## src/rtl/cordic_angle_reduce.sv

```systemverilog
// Range reduction front end for a first-quadrant CORDIC sin/cos core.
// Folds a signed Q10.14 angle into [0, pi/2) and tells the core what to compute and whether to negate.
module cordic_angle_reduce #(
  parameter int HALF_PI = 25736
) (
  input  logic        clk,
  input  logic        rst,
  input  logic        start,
  input  logic [23:0] angle_in,
  input  logic        trig_mode_in,
  input  logic        dn_idle,
  output logic        busy,
  output logic [15:0] theta_out,
  output logic        trig_mode_out,
  output logic        negate_out,
  output logic        init_out,
  output logic        calc_out
);

  typedef enum logic [2:0] {IDLE, REDUCE, FOLD, INIT, CALC} state_t;

  typedef struct packed {
    logic        neg;
    logic        mode;
    logic [24:0] a;
  } req_t;

  localparam logic [31:0] Q1     = 32'(HALF_PI);
  localparam logic [31:0] Q2     = 32'(2 * HALF_PI);
  localparam logic [31:0] Q3     = 32'(3 * HALF_PI);
  localparam logic [31:0] TWO_PI = 32'(4 * HALF_PI);

  state_t      state, state_nxt;
  req_t        req;
  logic [2:0]  k;
  logic [31:0] a_ext, step, qh;
  logic [1:0]  q;
  logic        qneg;

  assign a_ext = {7'd0, req.a};
  // Binary long-division style reduction: subtract 2pi*2^k for k = 7..0.
  assign step  = TWO_PI << k;

  always_comb begin
    q = 2'd0;
    if      (a_ext >= Q3) q = 2'd3;
    else if (a_ext >= Q2) q = 2'd2;
    else if (a_ext >= Q1) q = 2'd1;
  end

  assign qh   = 32'(q) * Q1;
  // sin negates in quadrants 2,3; cos in quadrants 1,2.
  assign qneg = req.mode ? q[1] : (q[1] ^ q[0]);

  always_ff @(posedge clk or posedge rst) begin
    if (rst) state <= IDLE;
    else     state <= state_nxt;
  end

  always_comb begin
    state_nxt = state;
    unique case (state)
      IDLE:    if (start) state_nxt = REDUCE;
      REDUCE:  if (k == 3'd0) state_nxt = FOLD;
      FOLD:    state_nxt = INIT;
      INIT:    if (dn_idle) state_nxt = CALC;
      CALC:    state_nxt = IDLE;
      default: state_nxt = IDLE;
    endcase
  end

  assign busy     = (state != IDLE);
  assign init_out = (state == INIT) && dn_idle;
  assign calc_out = (state == CALC);

  always_ff @(posedge clk or posedge rst) begin
    if (rst) begin
      req           <= '0;
      k             <= 3'd0;
      theta_out     <= 16'd0;
      trig_mode_out <= 1'b0;
      negate_out    <= 1'b0;
    end else begin
      unique case (state)
        IDLE: if (start) begin
          req.neg  <= angle_in[23];
          req.mode <= trig_mode_in;
          // 25-bit magnitude so the most negative input does not overflow.
          req.a    <= angle_in[23] ? (25'd0 - {angle_in[23], angle_in}) : {1'b0, angle_in};
          k        <= 3'd7;
        end
        REDUCE: begin
          if (a_ext >= step) req.a <= 25'(a_ext - step);
          k <= k - 3'd1;
        end
        FOLD: begin
          theta_out     <= 16'(a_ext - qh);
          trig_mode_out <= req.mode ^ q[0];
          negate_out    <= qneg ^ (req.neg & req.mode);
        end
        default: ;
      endcase
    end
  end

endmodule

```

## config.mk

```make
export PLATFORM = sky130hd
export DESIGN_NAME = cordic_angle_reduce
export DESIGN_NICKNAME = d
export VERILOG_FILES = /design/src/rtl/cordic_angle_reduce.sv
export SDC_FILE = /design/constraint.sdc
export NUM_CORES = 1
export LEC_CHECK = 0
export BUFFER_PORTS_ARGS = -buffer_cell sky130_fd_sc_hd__buf_2
export CAP_MARGIN = 0
export CORE_ASPECT_RATIO = 2
export CORE_MARGIN = 3
export CORE_UTILIZATION = 64
export CTS_CLUSTER_SIZE = 8
export DETAILED_ROUTE_END_ITERATION = 7
export PLACE_DENSITY = 0.86
export RECOVER_POWER = 50
export SYNTH_ARGS = -nofsm -noshare
export SYNTH_HDL_FRONTEND = slang
export SYNTH_SLANG_ARGS = --single-unit
```

## constraint.sdc

```tcl
create_clock -name clk -period 6.28 [get_ports clk]
set_clock_uncertainty 0.2 [all_clocks]
set_input_delay 1.57 -clock clk [delete_from_list [all_inputs] [get_ports clk]]
set_output_delay 1.57 -clock clk [all_outputs]
set_load 0.02 [all_outputs]
```

==> results.sh, run 1 <==
export IMPL_outcome="finished with violations"
export IMPL_violations="max-capacitance violations, max-slew violations"
export IMPL_syn_cell_area_mm2=0.00421
export IMPL_reg2regPathDepth=16
export IMPL_endpoint_kind="flip-flop"
export IMPL_clkSlewWorstSetupHoldPaths_ps=70
export IMPL_cts_buffers=5
export IMPL_place_hpwl_um=8440
export IMPL_r2r_end="theta_out[15]"
export IMPL_wl_um=11100
export IMPL_clkSinkCount=51
export IMPL_ys_warnings_count=0
export IMPL_h_tree_depth=2
export IMPL_critPathTopFamily="compound AO/OA/AOI/OAI gates"
export IMPL_fin_crit_ps=4350
export IMPL_cp_num_buf_inv=2
export IMPL_vias=4027
export IMPL_crit_chain="nor4_1, nand2_1, nor2_1, or2_2, a31oi_1, inv_1, ha_1, inv_1, fa_1, o31a_1, o21ai_0, a21oi_1, a21o_1, a21oi_1, xnor2_1, o21ai_0"
export IMPL_holdCritPathClass="flip-flop to flip-flop"
export IMPL_ys_ff_latch=51
export IMPL_synth_xor_area_share_pct=8.54
export IMPL_fin_ws_ps=1930
export IMPL_die_y_um=121
export IMPL_drt_first_pass_iters=5
export IMPL_syn_nets=572
export IMPL_drv_slew=52
export IMPL_holdCritStartpoint="theta_out[11]"
export IMPL_worst_slew_pin_slew_ps=1910
export IMPL_hold_buffers=0
export IMPL_final_cell_area_mm2=0.00467
export IMPL_antenna_left=0
export IMPL_syn_avg_cell_area_um2=8.26
export IMPL_ioPinCount=50
export IMPL_maxSlewHeadroom_pct=-27.6
export IMPL_cts_root_buf="clkbuf_16"
export IMPL_grt_antenna_before_repair=0
export IMPL_final_cells=634
export IMPL_antenna_cells=0
export IMPL_grtUsageTotal_pct=30.2
export IMPL_core_mm2=0.00636
export IMPL_rrSetupSlack_ps=1930
export IMPL_cap_violations=1
export IMPL_finalCritPeriodShare_pct=69.2
export IMPL_setup_violations=0
export IMPL_fp_dieW_um=63.3
export IMPL_setup_tns_ps=0
export IMPL_synth_edf_count=0
export IMPL_timing_rr_start="a_ext[24]"
export IMPL_drive_gt1_share_pct=13.9
export IMPL_place_congestion=0.991
export IMPL_fmax_mhz=230
export IMPL_cpMaxStageDelayCell="nor4_1"
export IMPL_post_cts_buffers=0
export IMPL_worstSetupStartpointType="flip-flop"
export IMPL_async_flop_share_pct=100
export IMPL_grt_pass1_wl_um=18200
export IMPL_portBuffers=49
export IMPL_max_clock_path_buffers=2
export IMPL_synth_compound_area_share_pct=23.9
export IMPL_grt_max_degree=52
export IMPL_seq_area_frac_synth_pct=30.3
export IMPL_drc=0
export IMPL_final_hold_violation_count=0
export IMPL_criticalPathCategory="flip-flop to flip-flop"
export IMPL_synthSimpleGateAreaFrac_pct=20.2
export IMPL_grt_pass1_vias=3975
export IMPL_min_path_cells=2
export IMPL_worst_ep_arrival_time_ps=4290
export IMPL_viasPerCell=6.35
export IMPL_syn_inst=509
export IMPL_min_to="theta_out[11]"
export IMPL_synth_main_ff_cell="dfrtp_1"
export IMPL_cts_tree="done"
export IMPL_wire_per_inst_um=17.6
export IMPL_drt_iter0_markers=206
export IMPL_cp_max_fo=5
export IMPL_dpl_cell_area_mm2=0.00451
export IMPL_synth_top_family_by_area="compound AO/OA/AOI/OAI gates"
export IMPL_cts_resized=0
export IMPL_placed_cells=626
export IMPL_synth_fa_ha_area_share_pct=10.3
export IMPL_muxShareOfSynthArea_pct=3.30
export IMPL_rsz0062_at_grt="false"
export IMPL_nets=610
export IMPL_area_delta_synth_final_pct=11.0
export IMPL_clk_latency_ps=300
export IMPL_synthDistinctLibCells=55
export IMPL_start_util_pct=66.1
export IMPL_core_rowCount=41
export IMPL_place_ws_ps=1950
export IMPL_fill_cells=537
export IMPL_die_area_mm2=0.00764
export IMPL_overflow=0
export IMPL_crit_path_max_incr_delay_ps=590
export IMPL_crit_required_ps=6230
==> synthesized netlist by cell type (all sizes together), types with 5 or more instances <==
master	n	share of area, %
a211oi	5	0.89
a21o	9	1.6
a21oi	44	5.2
a31oi	7	1.0
clkbuf	20	1.8
dfrtp	51	30
ha	33	9.8
inv	16	1.4
mux2	7	1.9
mux2i	6	1.4
nand2	69	6.2
nand2b	5	0.74
nand3	6	0.71
nand4	6	0.89
nor2	36	3.2
nor3	10	1.2
nor4	6	0.89
o21ai	49	5.8
o31ai	11	2.0
o41ai	8	2.5
or2	7	1.0
or3	8	1.2
xnor2	15	3.1
xor2	26	5.4
==> cells by family (layout without fill, tap and decap cells) <==
| logic type | count (synthesis) | after routing |
|---|---|---|
| multiplexers | 13 | 13 |
| AO/OA/AOI/OAI | 158 | 158 |
| AND/OR/NAND/NOR | 175 | 175 |
| adder cells (fa/ha/maj) | 34 | 34 |
| flip-flops | 51 | 51 |
| XOR/XNOR | 41 | 41 |
| buffers and inverters | 37 | 76 |
==> state kept, by name, indices dropped and copies added (netlist names) <==
signal	count
a_ext	25
k	3
negate_out	1
req	2
state	3
theta_out	16
trig_mode_out	1
==> tightest hold or removal path, cell delays in order (launching register included) <==
cell,delay (ps)
dfrtp_1,340
nand2_1,40
o21ai_0,60
==> metrics by stage <==
stage,util (%),hold WS (ps)
5_1_grt,73.4,299
4_1_cts,73.6,280
3_5_place_dp,70.9,265
2_1_floorplan,-,260
6_report,73.4,277
3_3_place_gp,70.9,255
==> cell type report <==
cell class	instances	area [µm²]	area share, %
tap	86	108	2.30
clock inverter	3	46.3	0.991
sequential	51	1280	27.3
inverter	16	60.1	1.29
timing repair buffer	52	256	5.49
clock buffer	5	125	2.68
multi-input combinational	421	2800	59.9
==> worst max-delay path by stage <==
stage | startpoint | to | slack (ps) | cells past startpoint
detailed placement | angle_in[9] | a_ext[20] | 1950 | 8
floorplan | angle_in[9] | a_ext[20] | 2210 | 7
finish | a_ext[24] | theta_out[15] | 1930 | 16
global route | a_ext[24] | theta_out[15] | 1580 | 16
global placement | angle_in[9] | a_ext[20] | 2010 | 8
CTS | a_ext[20] | theta_out[15] | 1970 | 16
==> cells in the final DEF, fill, tap and decap left out, types with 9 or more instances in the layout <==
cell	synthesis	final
buf_2	0	43
xor2_1	26	26
nor3_1	10	10
nor2_1	36	36
dfrtp_1	51	51
xnor2_1	15	15
nand2_1	69	69
a21oi_1	44	44
ha_1	33	33
inv_1	16	16
a21o_1	9	9
o21ai_0	48	48
o31ai_1	11	11
==> routing by layer <==
layer	part of all wire (%)	routed length, µm	global-route usage (%)
met5	0	0	0
met4	8.1	899	22.5
met3	4.3	484	3.90
met2	54	6050	57.2
met1	33	3710	28.3
Power of run 1 is left out: the tool's default activity adds up to more than one toggle a clock period on the data nets, which glitch-free logic cannot reach.
==> run 2: changes to the inputs <==
--- a/config.mk
+++ b/config.mk
@@ -9,10 +9,10 @@
 export CAP_MARGIN = 0
 export CORE_ASPECT_RATIO = 2
 export CORE_MARGIN = 3
-export CORE_UTILIZATION = 64
+export CORE_UTILIZATION = 60
 export CTS_CLUSTER_SIZE = 8
 export DETAILED_ROUTE_END_ITERATION = 7
-export PLACE_DENSITY = 0.86
+export PLACE_DENSITY = 0.82
 export RECOVER_POWER = 50
 export SYNTH_ARGS = -nofsm -noshare
 export SYNTH_HDL_FRONTEND = slang
==> constraint.sdc (replaced) <==
create_clock -name clk -period 4.1 [get_ports clk]
set_clock_uncertainty 0.2 [all_clocks]
set_input_delay 1.025 -clock clk [delete_from_list [all_inputs] [get_ports clk]]
set_output_delay 1.025 -clock clk [all_outputs]
set_load 0.02 [all_outputs]
==> results.sh, run 2 (synthesis results as in run 1) <==
export IMPL_outcome="complete, no violations"
export IMPL_endpoint_kind="flip-flop"
export IMPL_drv_slew=0
export IMPL_crit_required_ps=4060
export IMPL_cap_violations=0
export IMPL_cts_root_buf="clkbuf_16"
export IMPL_drive_gt1_share_pct=18.5
export IMPL_fp_dieW_um=65.2
export IMPL_place_hpwl_um=9100
export IMPL_post_cts_buffers=0
export IMPL_criticalPathCategory="flip-flop to flip-flop"
export IMPL_finalCritPeriodShare_pct=94.2
export IMPL_overflow=0
export IMPL_cts_tree="done"
export IMPL_worst_slew_pin_slew_ps=1360
export IMPL_wl_um=11600
export IMPL_die_y_um=124
export IMPL_holdCritStartpoint="theta_out[10]"
export IMPL_worst_ep_arrival_time_ps=3820
export IMPL_final_common_cell="nand2_1"
export IMPL_cp_max_fo=6
export IMPL_clkSlewWorstSetupHoldPaths_ps=60
export IMPL_grt_pass1_vias=4073
export IMPL_drt_iter0_markers=185
export IMPL_area_delta_synth_final_pct=15.0
export IMPL_layout_common_cells="69 x nand2_1, 51 x dfrtp_1, 48 x buf_2"
export IMPL_hold_buffers=0
export IMPL_clk_latency_ps=290
export IMPL_setup_violations=0
export IMPL_antenna_left=0
export IMPL_min_path_cells=2
export IMPL_holdCritPathClass="flip-flop to flip-flop"
export IMPL_antenna_cells=0
export IMPL_rrSetupSlack_ps=240
export IMPL_r2r_end="theta_out[15]"
export IMPL_rsz0062_at_grt="false"
export IMPL_setup_worst_path_start="a_ext[6]"
export IMPL_reg2regPathDepth=14
export IMPL_drc=0
export IMPL_fin_ws_ps=240
export IMPL_grt_pass1_wl_um=18900
export IMPL_final_hold_violation_count=0
export IMPL_fin_crit_ps=3860
export IMPL_die_area_mm2=0.00811
export IMPL_grt_antenna_before_repair=0
export IMPL_clkSinkCount=51
export IMPL_vias=4058
export IMPL_place_congestion=0.972
export IMPL_maxSlewHeadroom_pct=9.25
export IMPL_wire_per_inst_um=17.6
export IMPL_fmax_mhz=259
export IMPL_nets=630
export IMPL_place_ws_ps=-29.4
export IMPL_h_tree_depth=2
export IMPL_viasPerCell=6.19
export IMPL_portBuffers=49
export IMPL_timing_rr_start="a_ext[6]"
export IMPL_grtUsageTotal_pct=29.6
export IMPL_largest_reg_flops=25
export IMPL_worstSetupStartpointType="flip-flop"
export IMPL_fill_cells=570
export IMPL_ioPinCount=50
export IMPL_grt_max_degree=36
export IMPL_cts_buffers=5
export IMPL_core_rowCount=42
export IMPL_core_mm2=0.00673
export IMPL_utilization_pct=71.9
export IMPL_cp_endpoint="theta_out[15]"
export IMPL_max_clock_path_buffers=2
export IMPL_start_util_pct=62.5
export IMPL_drt_first_pass_iters=4
-- run 2: critical path, cell delays in order (launching register included) --
cell,delay (ps)
dfrtp_1,440
a211o_1,290
a31oi_1,220
o21ai_0,190
or2_2,330
a31oi_2,310
buf_4,200
ha_1,280
or2_2,290
a211oi_1,270
a21oi_1,120
a21o_1,200
a21oi_1,170
xnor2_1,130
o21ai_0,80
-- run 2: layer usage --
layer | share of wire [%] | track usage [%] | up-vias | wire length [µm]
met5 | 0 | 0 | - | 0
met4 | 7.4 | 19.4 | 0 | 856
met3 | 3.3 | 3.88 | 52 | 386
met2 | 55 | 55.0 | 116 | 6370
met1 | 34 | 28.9 | 1921 | 3950
li1 | - | - | 1969 | -
-- run 2: through the flow --
stage	area [µm²]	cells	setup TNS, ps	hold slack, ps
2_1_floorplan	4210	509	0	260
3_3_place_gp	4660	648	0	254
3_5_place_dp	4660	648	-29.4	265
4_1_cts	4810	656	0	280
5_1_grt	4840	656	0	304
6_report	4840	656	0	272
-- run 2: area by class of cell --
type | instances | area, µm² | area share [%]
Sequential cell | 51 | 1280 | 26.4
Clock inverter | 3 | 20.0 | 0.414
Timing Repair Buffer | 72 | 409 | 8.46
Inverter | 16 | 60.1 | 1.24
Multi-Input combinational cell | 421 | 2840 | 58.6
Tap cell | 88 | 110 | 2.28
Clock buffer | 5 | 125 | 2.59
-- run 2: how the worst min path moves through the flow --
stage	slack (ps)	to
CTS	280	theta_out[10]
floorplan	260	a_ext[2]
global placement	250	theta_out[6]
global route	300	negate_out
finish	270	theta_out[10]
detailed placement	270	theta_out[10]
-- run 2: repair_timing --
action                                  in CTS  in global routing
pin swaps                                    0                  0
gates resized for setup                      1                  6
endpoints found under the setup margin       1                  5
Power of run 2 is left out for the same reason.
==> run 3: changes to the inputs <==
--- a/config.mk
+++ b/config.mk
@@ -5,6 +5,7 @@
 export SDC_FILE = /design/constraint.sdc
 export NUM_CORES = 1
 export LEC_CHECK = 0
+export ABC_CLOCK_PERIOD_IN_PS = 4100
 export BUFFER_PORTS_ARGS = -buffer_cell sky130_fd_sc_hd__buf_2
 export CAP_MARGIN = 0
 export CORE_ASPECT_RATIO = 2
@@ -13,7 +14,7 @@
 export CTS_CLUSTER_SIZE = 8
 export DETAILED_ROUTE_END_ITERATION = 7
 export PLACE_DENSITY = 0.82
-export RECOVER_POWER = 50
+export RECOVER_POWER = 100
 export SYNTH_ARGS = -nofsm -noshare
 export SYNTH_HDL_FRONTEND = slang
 export SYNTH_SLANG_ARGS = --single-unit
==> results.sh, run 3 (synthesis results as in run 1) <==
export IMPL_outcome="complete, no violations"
export IMPL_setup_tns_ps=0
export IMPL_fin_crit_ps=3850
export IMPL_overflow=0
export IMPL_grt_pass1_wl_um=18900
export IMPL_core_rowCount=42
export IMPL_drv_slew=0
export IMPL_fmax_mhz=260
export IMPL_final_common_cell="nand2_1"
export IMPL_ioPinCount=50
export IMPL_h_tree_depth=2
export IMPL_grt_antenna_before_repair=0
export IMPL_die_area_mm2=0.00811
export IMPL_largest_reg_flops=25
export IMPL_vias=4035
export IMPL_worst_slew_pin_slew_ps=1370
export IMPL_rsz0062_at_grt="false"
export IMPL_portBuffers=49
export IMPL_nets=630
export IMPL_fp_dieW_um=65.2
export IMPL_drive_gt1_share_pct=13.7
export IMPL_place_hpwl_um=9100
export IMPL_clkSinkCount=51
export IMPL_die_y_um=124
export IMPL_clkSlewWorstSetupHoldPaths_ps=70
export IMPL_dpl_cell_area_mm2=0.00466
export IMPL_clk_latency_ps=290
export IMPL_grt_pass1_vias=4073
export IMPL_endpoint_kind="flip-flop"
export IMPL_crit_required_ps=4060
export IMPL_viasPerCell=6.15
export IMPL_start_util_pct=62.5
export IMPL_cts_root_buf="clkbuf_16"
export IMPL_cap_violations=0
export IMPL_cts_tree="done"
export IMPL_antenna_cells=0
export IMPL_grtUsageTotal_pct=29.6
export IMPL_drt_iter0_markers=198
export IMPL_finalCritPeriodShare_pct=94.0
export IMPL_worst_ep_arrival_time_ps=3820
export IMPL_cp_max_fo=5
export IMPL_grt_max_degree=36
export IMPL_holdCritPathClass="flip-flop to flip-flop"
export IMPL_cts_buffers=5
export IMPL_antenna_left=0
export IMPL_wire_per_inst_um=17.6
export IMPL_place_congestion=0.972
export IMPL_drc=0
export IMPL_final_hold_violation_count=0
export IMPL_core_mm2=0.00673
export IMPL_wl_um=11500
export IMPL_criticalPathCategory="flip-flop to flip-flop"
export IMPL_max_clock_path_buffers=2
export IMPL_drt_first_pass_iters=4
export IMPL_layout_common_cells="69 x nand2_1, 51 x dfrtp_1, 47 x o21ai_0"
export IMPL_worstSetupStartpointType="flip-flop"
export IMPL_setup_violations=0
export IMPL_area_delta_synth_final_pct=13.7
export IMPL_final_cell_area_mm2=0.00478
export IMPL_maxSlewHeadroom_pct=8.91
## run 3: timing repair
action | in CTS | in global routing
cloned | 0 | 0
setup buffers | 0 | 0
resized for setup | 1 | 6
endpoints found under the setup margin | 1 | 5
hold buffers | 0 | 0
## run 3: final timing paths
check | start | endpoint | slack (ps) | cells after the start
setup / recovery | a_ext[20] | theta_out[15] | 250 | 15
hold / removal | theta_out[11] | theta_out[11] | 280 | 2
setup reg to reg | a_ext[20] | theta_out[15] | 250 | 15
hold reg to reg | theta_out[11] | theta_out[11] | 280 | 2
max in group asynchronous | rst | req[25] | 1100 | 3
min in group asynchronous | rst | a_ext[0] | 790 | 2
## run 3: routing by layer
| layer | track usage [%] | vias up | routed length [µm] |
|---|---|---|---|
| li1 | - | 1966 | - |
| met5 | 0 | - | 0 |
| met2 | 55.0 | 113 | 6360 |
| met4 | 19.4 | 0 | 889 |
| met1 | 28.9 | 1901 | 3860 |
| met3 | 3.88 | 55 | 426 |
## run 3: area by class of cell
type | count | area [µm²]
inverters | 16 | 60.1
repair buffers | 72 | 362
fillers | 581 | 1940
multi-input cells | 421 | 2830
clock buffers | 5 | 125
clock inverters | 3 | 20.0
flip-flops and latches | 51 | 1280
well taps | 88 | 110
## run 3: per-stage QoR
step                      util (%)  instances  hold WS [ps]  setup WS, ps
after global routing          71.1        656           309          15.5
after floorplan                  -        509           260           371
final                         71.1        656           277           248
after CTS                     71.6        656           280          62.1
after global placement        69.3        648           254           104
after detailed placement      69.3        648           265         -29.4
## run 3: worst max-delay path, cell delays in order, from the launching register on
cell and delay (ps):
dfrtp_1 420, nor4_2 280, buf_4 180, and3_1 130, o21ai_0 130, or2_2 330
a31oi_2 310, buf_4 200, ha_1 280, or2_2 290, a211oi_1 270, a21oi_1 120
a21o_1 200, a21oi_1 170, xnor2_1 130, o21ai_0 80
Power of run 3 is left out for the same reason.
